<file path="config.mk">
export PLATFORM = sky130hd
export DESIGN_NAME = slave_in
export DESIGN_NICKNAME = d
export VERILOG_FILES = /design/src/rtl/slave_in.sv
export SDC_FILE = /design/constraint.sdc
export NUM_CORES = 1
export LEC_CHECK = 0
export CAP_MARGIN = 5
export CORE_UTILIZATION = 57
export DETAILED_ROUTE_END_ITERATION = 12
export PLACE_DENSITY = 0.81
export SKIP_CTS_REPAIR_TIMING = 1
export SLEW_MARGIN = 20
export SYNTH_ARGS = -nofsm -noshare
export SYNTH_HDL_FRONTEND = slang
export SYNTH_SLANG_ARGS = --single-unit
</file>
<file path="constraint.sdc">
create_clock -name clk -period 2.7 [get_ports clk]
set_input_delay 0.675 -clock clk [delete_from_list [all_inputs] [get_ports clk]]
set_output_delay 0.675 -clock clk [all_outputs]
set_load 0.1 [all_outputs]
</file>
<file path="src/rtl/slave_in.sv">
`default_nettype none
// ============================================================================
//  Module      : slave_in
//  Description : Slave-side serial receiver. Deserialises the master's
//                LSB-first address, burst number and write data, handshakes
//                with master_valid/slave_ready, and issues one-cycle memory
//                strobes per burst beat with an auto-incrementing address.
//  Ports       : clk, reset (async, active-low)
//                slave_sel, write_en, read_en      - request from decoder/master
//                master_valid, rx_address,
//                rx_burst_number, rx_data          - serial bit stream
//                tx_beat_done                      - read-return beat finished
//                slave_ready                       - accepting serial bits
//                mem_address, mem_wdata,
//                mem_write, mem_read               - slave memory interface
//                rx_done, rx_abort                 - one-cycle status pulses
//  Revision    : 1.0 - initial release
// ============================================================================
module slave_in #(
    parameter int ADDR_WIDTH  = 12,
    parameter int DATA_WIDTH  = 8,
    parameter int BURST_WIDTH = 12
) (
    input  logic                  clk,
    input  logic                  reset,
    input  logic                  slave_sel,
    input  logic                  write_en,
    input  logic                  read_en,
    input  logic                  master_valid,
    input  logic                  rx_address,
    input  logic                  rx_burst_number,
    input  logic                  rx_data,
    input  logic                  tx_beat_done,
    output logic                  slave_ready,
    output logic [ADDR_WIDTH-1:0] mem_address,
    output logic [DATA_WIDTH-1:0] mem_wdata,
    output logic                  mem_write,
    output logic                  mem_read,
    output logic                  rx_done,
    output logic                  rx_abort
);

    // Bit counter must reach the longer of the header and the data beat.
    localparam int c_cnt_w = $clog2((ADDR_WIDTH > DATA_WIDTH) ? ADDR_WIDTH : DATA_WIDTH) + 1;

    localparam logic [c_cnt_w-1:0]     c_hdr_last  = c_cnt_w'(ADDR_WIDTH - 1);
    localparam logic [c_cnt_w-1:0]     c_data_last = c_cnt_w'(DATA_WIDTH - 1);
    localparam logic [c_cnt_w-1:0]     c_data_bits = c_cnt_w'(DATA_WIDTH);
    localparam logic [BURST_WIDTH:0]   c_one_beat  = (BURST_WIDTH + 1)'(1);
    localparam logic [ADDR_WIDTH-1:0]  c_addr_one  = ADDR_WIDTH'(1);

    typedef enum logic [2:0] {
        S_IDLE    = 3'd0,
        S_READY   = 3'd1,
        S_HDR     = 3'd2,
        S_EXEC    = 3'd3,
        S_RX_DATA = 3'd4,
        S_WAIT_RD = 3'd5,
        S_DONE    = 3'd6
    } state_t;

    state_t                  r_state;
    state_t                  w_next_state;
    logic                    r_is_write;
    logic [ADDR_WIDTH-1:0]   r_addr_sh;
    logic [BURST_WIDTH-1:0]  r_burst_sh;
    logic [DATA_WIDTH-1:0]   r_data_sh;
    logic [c_cnt_w-1:0]      r_bit_cnt;
    logic [BURST_WIDTH:0]    r_beats_left;
    logic [ADDR_WIDTH-1:0]   r_mem_address;
    logic [DATA_WIDTH-1:0]   r_mem_wdata;
    logic                    r_abort;

    logic                    w_active;
    logic                    w_abort;
    logic                    w_sample;
    logic                    w_in_hdr;
    logic                    w_hdr_last;
    logic                    w_rx_last;
    logic                    w_rd_go;
    logic                    w_exec_entry;
    logic [ADDR_WIDTH-1:0]   w_addr_shifted;
    logic [BURST_WIDTH-1:0]  w_burst_shifted;
    logic [DATA_WIDTH-1:0]   w_data_shifted;
    logic [DATA_WIDTH-1:0]   w_hdr_data;
    logic [DATA_WIDTH-1:0]   w_beat_data;

    // Handshake and strobes are pure decodes of the state register, so they
    // are glitch-free and drop to zero the instant reset is asserted.
    assign slave_ready = (r_state == S_READY) || (r_state == S_HDR) || (r_state == S_RX_DATA);
    assign mem_write   = (r_state == S_EXEC) && r_is_write;
    assign mem_read    = (r_state == S_EXEC) && !r_is_write;
    assign rx_done     = (r_state == S_DONE);
    assign rx_abort    = r_abort;
    assign mem_address = r_mem_address;
    assign mem_wdata   = r_mem_wdata;

    assign w_active = (r_state != S_IDLE) && (r_state != S_DONE);
    assign w_abort  = w_active && !slave_sel;
    // Deselect wins over a bit offered in the same cycle.
    assign w_sample = slave_ready && master_valid && slave_sel;
    assign w_in_hdr = (r_state == S_READY) || (r_state == S_HDR);

    // LSB-first: each new bit enters at the MSB and walks down.
    assign w_addr_shifted  = {rx_address, r_addr_sh[ADDR_WIDTH-1:1]};
    assign w_burst_shifted = {rx_burst_number, r_burst_sh[BURST_WIDTH-1:1]};
    assign w_data_shifted  = {rx_data, r_data_sh[DATA_WIDTH-1:1]};

    assign w_hdr_last   = (r_state == S_HDR) && w_sample && (r_bit_cnt == c_hdr_last);
    assign w_rx_last    = (r_state == S_RX_DATA) && w_sample && (r_bit_cnt == c_data_last);
    assign w_rd_go      = (r_state == S_WAIT_RD) && slave_sel && tx_beat_done;
    assign w_exec_entry = w_hdr_last || w_rx_last || w_rd_go;

    // Beat-0 data rides in the first DATA_WIDTH header samples; if the final
    // header sample is still a data bit it must be folded in here.
    assign w_hdr_data  = (r_bit_cnt < c_data_bits) ? w_data_shifted : r_data_sh;
    assign w_beat_data = w_hdr_last ? w_hdr_data : w_data_shifted;

    always_comb begin
        w_next_state = r_state;
        case (r_state)
            S_IDLE: begin
                if (slave_sel && (write_en ^ read_en)) w_next_state = S_READY;
            end
            S_READY: begin
                if (w_abort)       w_next_state = S_IDLE;
                else if (w_sample) w_next_state = S_HDR;
            end
            S_HDR: begin
                if (w_abort)         w_next_state = S_IDLE;
                else if (w_hdr_last) w_next_state = S_EXEC;
            end
            S_EXEC: begin
                if (w_abort)                         w_next_state = S_IDLE;
                else if (r_beats_left == c_one_beat) w_next_state = S_DONE;
                else if (r_is_write)                 w_next_state = S_RX_DATA;
                else                                 w_next_state = S_WAIT_RD;
            end
            S_RX_DATA: begin
                if (w_abort)        w_next_state = S_IDLE;
                else if (w_rx_last) w_next_state = S_EXEC;
            end
            S_WAIT_RD: begin
                if (w_abort)      w_next_state = S_IDLE;
                else if (w_rd_go) w_next_state = S_EXEC;
            end
            S_DONE:  w_next_state = S_IDLE;
            default: w_next_state = S_IDLE;
        endcase
    end

    always_ff @(posedge clk or negedge reset) begin
        if (!reset) begin
            r_state       <= S_IDLE;
            r_is_write    <= 1'b0;
            r_addr_sh     <= '0;
            r_burst_sh    <= '0;
            r_data_sh     <= '0;
            r_bit_cnt     <= '0;
            r_beats_left  <= '0;
            r_mem_address <= '0;
            r_mem_wdata   <= '0;
            r_abort       <= 1'b0;
        end else begin
            r_state <= w_next_state;
            r_abort <= w_abort;

            // Operation is frozen once the request has been accepted.
            if ((r_state == S_IDLE) && (w_next_state == S_READY)) r_is_write <= write_en;

            // Header counting starts from IDLE; each data beat restarts after EXEC.
            if ((r_state == S_IDLE) || (r_state == S_EXEC)) r_bit_cnt <= '0;
            else if (w_sample)                             r_bit_cnt <= r_bit_cnt + 1'b1;

            if (w_sample && w_in_hdr) begin
                r_addr_sh  <= w_addr_shifted;
                r_burst_sh <= w_burst_shifted;
                if (r_bit_cnt < c_data_bits) r_data_sh <= w_data_shifted;
            end
            if (w_sample && (r_state == S_RX_DATA)) r_data_sh <= w_data_shifted;

            // One extra bit so burst 0xFFF gives 4096 beats without overflow.
            if (w_hdr_last)                r_beats_left <= {1'b0, w_burst_shifted} + c_one_beat;
            else if (r_state == S_EXEC)    r_beats_left <= r_beats_left - c_one_beat;

            // Memory-side address/data are loaded on the way into EXEC so they
            // are valid during the strobe and hold afterwards. Later beats use
            // the previous beat address + 1, wrapping naturally at the width.
            if (w_exec_entry) begin
                r_mem_address <= w_hdr_last ? w_addr_shifted : (r_mem_address + c_addr_one);
                if (r_is_write) r_mem_wdata <= w_beat_data;
            end
        end
    end

endmodule
`default_nettype wire

</file>
# After elaboration in Yosys (flattened, before gate mapping)
# Index checks and enable logic that the tools add are counted.
# Widths: inputs -> output; s select.
# word_totals
regBits	75
word_cells	77
input_bits	10
latchBits	0
memories	0
output_inout_bits	25
ram_bits	0
mem_bits_ro	0
# op_classes
div_mod_pow	0
muxes	22
eq_ne	11
n_reduce_logical	28
mul	0
n_shift	0
order_cmp	1
bitwise	1
addsub	4
# op_table
operator	count
$mux 8	4
$mux 3	10
$mux 13	2
$pmux 3 s6	1
$logic_and 1x1->1	15
$add 12x1->13 const B	1
$eq 13x1->1 const B	1
$sub 13x1->13 const B	1
$add 12x1->12 const B	1
$mux 12	1
$mux 5	2
$eq 3x3->1 const B	3
$eq 3x1->1 const B	2
$eq 3x2->1 const B	2
$reduce_bool 2->1	3
$add 5x1->5 const B	1
$eq 5x3->1 const B	1
$eq 5x4->1 const B	1
$logic_or 1x1->1	5
$lt 5x4->1 const B	1
$logic_not 3->1	1
$ne 3x3->1 const B	1
$reduce_bool 3->1	1
$logic_not 1->1	2
other kinds (4)	4

# Depth between registers and ports, before layout
# Gate-level depths: netlist (run 1).
# depth
word_depth	12
mapped_depth	7
mapped_depth_nobuf	6

# Worst setup path before layout (run 1)
# Ideal clock, no wire load.
# synth_timing
path_kind	reg-to-output
start	register r_state[0]
end	output rx_done
required_time_ns	2.025
path_slack_ns	-0.895
stages_incl_launch_ff	4
path_buffers	2
t_arrival_ns	2.920
cell_sequence	dfrtp_1 clkbuf_1 clkbuf_1 nor3b_1
# synth_via
elab_chain_len	1
# synth_rtl
element	line	rtl
start, declared	62	state_t r_state;
start signal, assigned	165	r_state <= w_next_state;
$eq 3x3->1	93	assign rx_done = (r_state == S_DONE);
end, declared	39	output logic rx_done,
# Every way passes these cells.

# Final worst setup path (run 1)
# layout_timing
start	register r_state[0]
end	output mem_write
# layout_via
elab_chain_len	2
# layout_rtl
element	line	rtl
$eq 3x2->1	91	assign mem_write = (r_state == S_EXEC) && r_is_write;
$logic_and 1x1->1	91	
end, declared	37	output logic mem_write,
# Every way passes these cells.

==> flow_summary.ini, run 1 <==
[final_layout]
drive_gt1_share_pct = 23.2
final_nets = 403
areaGrowthSynthToFinish_pct = 18.6
final_util_pct = 70.0
insertedDiodeCount = 0

[timing]
fin_crit_sh_pct = 92.2
final-hold-violation-count = 0
setup_violations = 0
setup_tns_ns = 0
setup_ws_ns = 0.210
max_freq_mhz = 402
skew_ns = 0.00573
tightest_slew_ns = 0.520
relSlewSlack_pct = 65.3
period_minus_slack_ns = 2.49
drv_slew = 0
rsz0062_at_grt = no

[drt]
ant_nets = 0
dr_wl_met3_um = 342
wl_per_cell_um = 16.4
drt_iter0_markers = 180
drc = 0
wl_mm = 7.69
firstDrtPassIters = 4
met1_length_mm = 3.76
viasPerCell = 5.97
route.top_layer_used = met4
dr_wl_met2_mm = 3.45
vias = 2806

[setup_path]
worstPathArrival_ns = 1.82
cp_slowest_cell = dfrtp_1
rr_worst_depth = 5
end_kind = primary output
path_class = reg2out
cp_cell_sequence = and3b_1, and2_1, buf_12
critPathLaunchType = register
r2r_start = r_beats_left[4]
cp.required_ns = 2.03
worstPathMaxFanout = 17
cp-startpoint = r_state[0]
cp_slowest_stage_delay_ns = 0.64

[synth]
synth_seq_area_share_pct = 49.0
yosys.area.top_type = dfrtp_1
synth_cell_types = 51
syn_nets = 363
synthFlopType = dfrtp_1
syn_avg_cell_area_um2 = 10.7
synth_area_um2 = 3730
ys_ff_latch = 73
ys_warn_count = 0
netlist_instances = 348
yosysMostFrequentCell = dfrtp_1
netlist.area_leader.share_pct = 49.0
synthTopCellsByCount = 73 x dfrtp_1, 32 x mux2_2, 29 x nand2_1
synthArstFlopShare_pct = 100
synth_edf_count = 0
synth.area.top_cells = dfrtp_1 49%, mux2_2 9.7%, xnor2_1 4.0%

[floorplanning]
die_h_um = 82.9
io_pins = 35
initial_utilization_pct = 59.0
num_rows = 29
die_x_um = 82.9
dieArea_um2 = 6870
core_um2 = 6310

[power]
power.internal_mw = 2.38
p_per_area_nw_per_um2 = 866
power_frac_seq_pct = 44.0
power_switching_mw = 1.45
comb_power_share_pct = 30.4
p_clk_share_pct = 25.6
p_leak_nw = 1.95
vdd_ir_drop_max_uv = 766
total_power_mw = 3.83
swShare_pct = 37.8

[min_path]
hold_path_class = in2async

[place]
dpl_worst_slack_ns = 0.109
io_buffers = 34
hpwl_mm = 5.53
gp_congestion = 0.809

[global_route]
track_usage_pct = 24.4
grt_max_degree = 32
grt_remaining_overflow = 0
antenna_found_initial = 0
grt_pass1_vias = 2629
grt_pass1_wl_mm = 13.1

[flow_run]
max_cap_violations = 0

[clocking]
clock-sinks = 73
cts_tree = yes
numCtsBuffers = 9
clk_transition_reported_paths_ns = 0.08
insertion_delay_ns = 0.35
htreeDepth = 3
root_buffer = clkbuf_8
clock_path_buffers = 2

[status]
status = complete, no violations
[metrics by stage]
stage,cell area (µm²),hold slack (ns),instances
after floorplan,3730,0.379,348
after global placement,4190,0.479,454
after detailed placement,4190,0.481,454
after CTS,4420,0.289,470
after global routing,4420,0.305,470
final,4420,0.281,470
[cell type report]
| class | count | area (µm²) |
|---|---|---|
| clock buffers | 10 | 138 |
| clock inverters | 6 | 90.1 |
| fillers | 486 | 1890 |
| inverters | 7 | 26.3 |
| multi-input cells | 253 | 1820 |
| flip-flops and latches | 73 | 1830 |
| well taps | 77 | 96.3 |
| repair buffers | 44 | 423 |
[cell families after synthesis]
logic type	after synthesis	synth area share, %
AO/OA/AOI/OAI	75	13.3
XOR/XNOR	26	6.11
adder cells (fa/ha/maj)	5	1.68
buffers and inverters	22	2.35
flip-flops	73	49.0
multiplexers	39	11.5
AND/OR/NAND/NOR	108	16.0
[critical path: cells and delay by family, from the launching register on]
kind                   cells  cell delay (ns)
flip-flops                 1             0.64
buffers and inverters      1             0.18
AND/OR/NAND/NOR            2             0.64
[path summary, 6_finish.rpt]
check | end | slack, ns
setup / recovery | mem_write | 0.21
hold / removal | rx_abort | 0.28
setup reg to reg | r_state[0] | 0.46
hold reg to reg | mem_wdata[0] | 0.50
max in group asynchronous | r_beats_left[7] | 1.85
min in group clk | mem_wdata[0] | 0.50
[registers in the layout (all words and copies together), names as in the netlist]
name,count
r_beats_left,13
mem_address,12
r_addr_sh,11
r_burst_sh,11
mem_wdata,8
r_data_sh,8
r_bit_cnt,5
r_state,3
r_is_write,1
rx_abort,1
[power groups by stage]
| stage | Clock (mW) | Sequential, mW | Combinational (mW) |
|---|---|---|---|
| floorplan | 0 | 1.86 | 0.660 |
| global placement | 0 | 1.68 | 1.14 |
| detailed placement | 0 | 1.70 | 1.17 |
| CTS | 0.997 | 1.68 | 1.17 |
| global route | 1.04 | 1.73 | 1.25 |
| finish | 0.979 | 1.68 | 1.16 |
[cell usage in the layout, fill, tap and decap left out, drive strengths merged, types with 5 or more instances in the layout]
cell           count
nand4              6
xor2               9
mux2              32
clkbuf            10
o22a               8
dfrtp             73
and4               6
nand2             29
buf               36
o21ai             20
and2               6
nor3b              5
mux2i              7
o211ai             6
clkdlybuf4s50      8
a21oi             17
ha                 5
nand3             13
nor2              15
xnor2             17
nor3               8
inv                8
o21a               8
[metal layers]
| metal | vias up | global-route usage, % |
|---|---|---|
| met5 | - | 0 |
| met4 | 0 | 9.40 |
| met3 | 13 | 5.37 |
| met2 | 68 | 35.4 |
| met1 | 1374 | 36.0 |
| li1 | 1351 | - |
No activity file was read; power rests on OpenSTA's default activity.
==> run 2, diff against run 1 <==
--- a/config.mk
+++ b/config.mk
@@ -14,3 +14,4 @@
 export SYNTH_ARGS = -nofsm -noshare
 export SYNTH_HDL_FRONTEND = slang
 export SYNTH_SLANG_ARGS = --single-unit
+export TNS_END_PERCENT = 30
==> flow_summary.ini, run 2 (synthesized netlist as in run 1, its figures left out) <==
[status]
status = complete, no violations

[timing]
period_minus_slack_ns = 2.56
fin_crit_sh_pct = 94.6
tightest_slew_ns = 0.565
final-hold-violation-count = 0
rsz0062_at_grt = no
relSlewSlack_pct = 62.4
drv_slew = 0
max_freq_mhz = 391
skew_ns = 0.00856
setup_violations = 0

[drt]
wl_mm = 7.71
ant_nets = 0
drc = 0
wl_per_cell_um = 16.4
vias = 2783
drt_iter0_markers = 153
firstDrtPassIters = 4
viasPerCell = 5.93

[clocking]
root_buffer = clkbuf_8
clk_transition_reported_paths_ns = 0.08
clock_path_buffers = 2
clock-sinks = 73
insertion_delay_ns = 0.36
cts_tree = yes
htreeDepth = 3
numCtsBuffers = 9

[setup_path]
cp.required_ns = 2.03
critPathLaunchType = register
end_kind = primary output
worstPathArrival_ns = 1.88
worstPathMaxFanout = 17
path_class = reg2out

[final_layout]
insertedDiodeCount = 0
max_flop_register = r_beats_left
drive_gt1_share_pct = 22.7
layout_common_cells = 73 x dfrtp_1, 32 x mux2_2, 29 x nand2_1, 28 x buf_4
final_nets = 402
finish.instance_area_um2 = 4380
layout_commonest_cell = dfrtp_1
areaGrowthSynthToFinish_pct = 17.6
largest_reg_flops = 13

[floorplanning]
num_rows = 29
initial_utilization_pct = 59.0
io_pins = 35
dieArea_um2 = 6870
core_um2 = 6310
die_h_um = 82.9
die_x_um = 82.9

[place]
io_buffers = 34
place_area_um2 = 4180
hpwl_mm = 5.41
gp_congestion = 0.839

[power]
comb_power_share_pct = 31.3
power_frac_seq_pct = 45.4
vdd_ir_drop_max_uv = 654
power_switching_mw = 1.45
p_per_area_nw_per_um2 = 848
p_clk_share_pct = 23.4
p_leak_nw = 1.93
swShare_pct = 39.0
power.internal_mw = 2.27
total_power_mw = 3.72

[global_route]
antenna_found_initial = 0
grt_max_degree = 42
grt_remaining_overflow = 0
grt_pass1_vias = 2737
grt_pass1_wl_mm = 13.0
track_usage_pct = 23.9

[flow_run]
max_cap_violations = 0

[min_path]
hold_path_class = in2async
-- run 2: cell types whose count changed in the layout (fill, tap and decap cells not counted), sizes merged --
cell / previous run / this run
buf: 36 / 35
bufinv: 2 / 1
clkbuf: 10 / 9
clkinv: 2 / 1
clkinvlp: 1 / 2
inv: 8 / 10
-- run 2: critical path: stages, from the launching register on --
cell and delay (ns):
dfrtp_1 0.65, nand3b_1 0.36, nor2_1 0.30, buf_12 0.21
-- run 2: layer usage --
metal / vias up / wire, µm / track usage, %
met5: - / 0 / 0
met4: 0 / 116 / 9.56
met3: 11 / 342 / 5.27
met2: 72 / 3610 / 36.1
met1: 1353 / 3640 / 33.7
li1: 1347 / - / -
-- run 2: layout make-up --
type,instances,area [µm²]
inverter,7,26.3
multi-input combinational,253,1820
clock buffer,9,124
timing repair buffer,43,415
clock inverter,7,76.3
sequential,73,1830
fill,468,1930
tap,77,96.3
-- run 2: stage by stage --
stage / worst slack (ns) / setup TNS, ns / instances / util (%) / hold WS, ns
2_1_floorplan: -0.340 / -0.340 / 348 / - / 0.379
6_report: 0.144 / 0 / 469 / 69.4 / 0.301
3_3_place_gp: 0.210 / 0 / 453 / 66.3 / 0.476
4_1_cts: 0.154 / 0 / 469 / 69.4 / 0.309
3_5_place_dp: 0.110 / 0 / 453 / 66.3 / 0.483
5_1_grt: 0.0420 / 0 / 469 / 69.4 / 0.346
-- run 2: worst paths after layout --
check	from	end	slack (ns)	cells past startpoint
min	reset	rx_abort	0.30	1
max	r_state[0]	mem_read	0.14	3
min reg2reg	mem_wdata[2]	mem_wdata[2]	0.50	1
max reg2reg	r_beats_left[4]	r_state[0]	0.48	5
min in group clk	mem_wdata[2]	mem_wdata[2]	0.50	1
max in group asynchronous	reset	r_beats_left[8]	1.60	3
-- run 2: power by group through the flow --
stage | combinational [mW] | sequential (mW) | clock, mW
final | 1.16 | 1.69 | 0.869
after global routing | 1.24 | 1.73 | 0.931
after CTS | 1.17 | 1.68 | 0.892
after detailed placement | 1.17 | 1.70 | 0
after global placement | 1.14 | 1.67 | 0
after floorplan | 0.659 | 1.86 | 0
==> run 3, diff against run 2 <==
--- a/config.mk
+++ b/config.mk
@@ -8,7 +8,7 @@
 export CAP_MARGIN = 5
 export CORE_UTILIZATION = 57
 export DETAILED_ROUTE_END_ITERATION = 12
-export PLACE_DENSITY = 0.81
+export PLACE_DENSITY = 0.79
 export SKIP_CTS_REPAIR_TIMING = 1
 export SLEW_MARGIN = 20
 export SYNTH_ARGS = -nofsm -noshare
==> flow_summary.ini, run 3 (synthesized netlist as in run 1, its figures left out) <==
[final_layout]
num-fill-cells = 480
layout_common_cells = 73 x dfrtp_1, 32 x mux2_2, 29 x nand2_1, 27 x buf_4
max_flop_register = r_beats_left
insertedDiodeCount = 0
largest_reg_flops = 13
layout_commonest_cell = dfrtp_1
areaGrowthSynthToFinish_pct = 18.7
finish.instance_area_um2 = 4420
final_util_pct = 70.1
drive_gt1_share_pct = 22.4
instances_no_fill = 469
final_nets = 402

[drt]
ant_nets = 0
firstDrtPassIters = 8
wl_mm = 7.94
drt_iter0_markers = 204
vias = 2804
viasPerCell = 5.98
wl_per_cell_um = 16.9
drc = 2

[floorplanning]
initial_utilization_pct = 59.0
io_pins = 35
core_um2 = 6310
die_x_um = 82.9
num_rows = 29
dieArea_um2 = 6870
die_h_um = 82.9

[power]
p_per_area_nw_per_um2 = 862
comb_power_share_pct = 30.5
swShare_pct = 36.9
power_switching_mw = 1.41
power.internal_mw = 2.41
power_frac_seq_pct = 43.9
p_clk_share_pct = 25.6
p_leak_nw = 1.96
total_power_mw = 3.82
vdd_ir_drop_max_uv = 676

[place]
dpl_worst_slack_ns = 0.109
io_buffers = 34
hpwl_mm = 5.49
numPlacedInstances = 453
place_area_um2 = 4200
gp_congestion = 0.796

[timing]
max_freq_mhz = 399
final-hold-violation-count = 0
fin_crit_sh_pct = 92.7
skew_ns = 0.0156
whs_ns = 0.309
setup_ws_ns = 0.196
relSlewSlack_pct = 63.0
period_minus_slack_ns = 2.50
tightest_slew_ns = 0.555
drv_slew = 0
rsz0062_at_grt = no
setup_tns_ns = 0
setup_violations = 0

[global_route]
grt_pass1_vias = 2724
grt_remaining_overflow = 0
antenna_found_initial = 0
grt_pass1_wl_mm = 13.5
track_usage_pct = 24.9
grt_max_degree = 53

[clocking]
clock-sinks = 73
insertion_delay_ns = 0.35
cts_tree = yes
clock_path_buffers = 2
root_buffer = clkbuf_8
clk_transition_reported_paths_ns = 0.08
numCtsBuffers = 9
htreeDepth = 3

[min_path]
hold_path_class = in2async

[setup_path]
cp-startpoint = r_state[0]
end_kind = primary output
worstPathArrival_ns = 1.83
r2r_start = r_bit_cnt[0]
path_class = reg2out
cp.required_ns = 2.03
critPathLaunchType = register
worstPathMaxFanout = 17

[status]
violations = DRC
status = finished, violations left

[flow_run]
max_cap_violations = 0
## run 3: changes by cell type in the layout (fill, tap and decap cells not counted), sizes merged
cell and delta:
clkbuf +3, clkinvlp -2, inv -2, bufinv +1
## run 3: path summary, 6_finish.rpt
kind / endpoint / slack, ns / cells after the start
min in group clk: mem_wdata[5] / 0.49 / 1
setup reg to reg: mem_address[11] / 0.41 / 6
hold / removal: r_beats_left[3] / 0.31 / 1
hold reg to reg: mem_wdata[5] / 0.49 / 1
setup / recovery: mem_read / 0.20 / 3
max in group asynchronous: mem_address[7] / 1.72 / 2
## run 3: worst max-delay path: stages (launching register included)
cell and delay, ns:
dfrtp_1 0.64, nand3b_1 0.34, nor2_1 0.29, buf_12 0.21
## run 3: power by group through the flow
| stage | registers, mW | clock network (mW) | logic [mW] |
|---|---|---|---|
| CTS | 1.67 | 0.997 | 1.18 |
| floorplan | 1.86 | 0 | 0.659 |
| detailed placement | 1.69 | 0 | 1.17 |
| finish | 1.67 | 0.975 | 1.17 |
| global placement | 1.67 | 0 | 1.14 |
| global route | 1.73 | 1.04 | 1.25 |
## run 3: layout make-up
| class | count | area (µm²) | area share, % |
|---|---|---|---|
| flip-flops and latches | 73 | 1830 | 41.3 |
| multi-input cells | 253 | 1820 | 41.1 |
| well taps | 77 | 96.3 | 2.18 |
| repair buffers | 43 | 428 | 9.67 |
| clock inverters | 4 | 73.8 | 1.67 |
| inverters | 7 | 26.3 | 0.594 |
| clock buffers | 12 | 155 | 3.51 |
## run 3: metal layers
layer	vias up	global-route usage (%)	routed length [µm]	share of wire, %
met1	1375	36.1	3790	48
li1	1348	-	-	-
met4	0	9.25	131	1.7
met2	68	37.0	3700	47
met3	13	5.37	314	4.0
met5	-	0	0	0
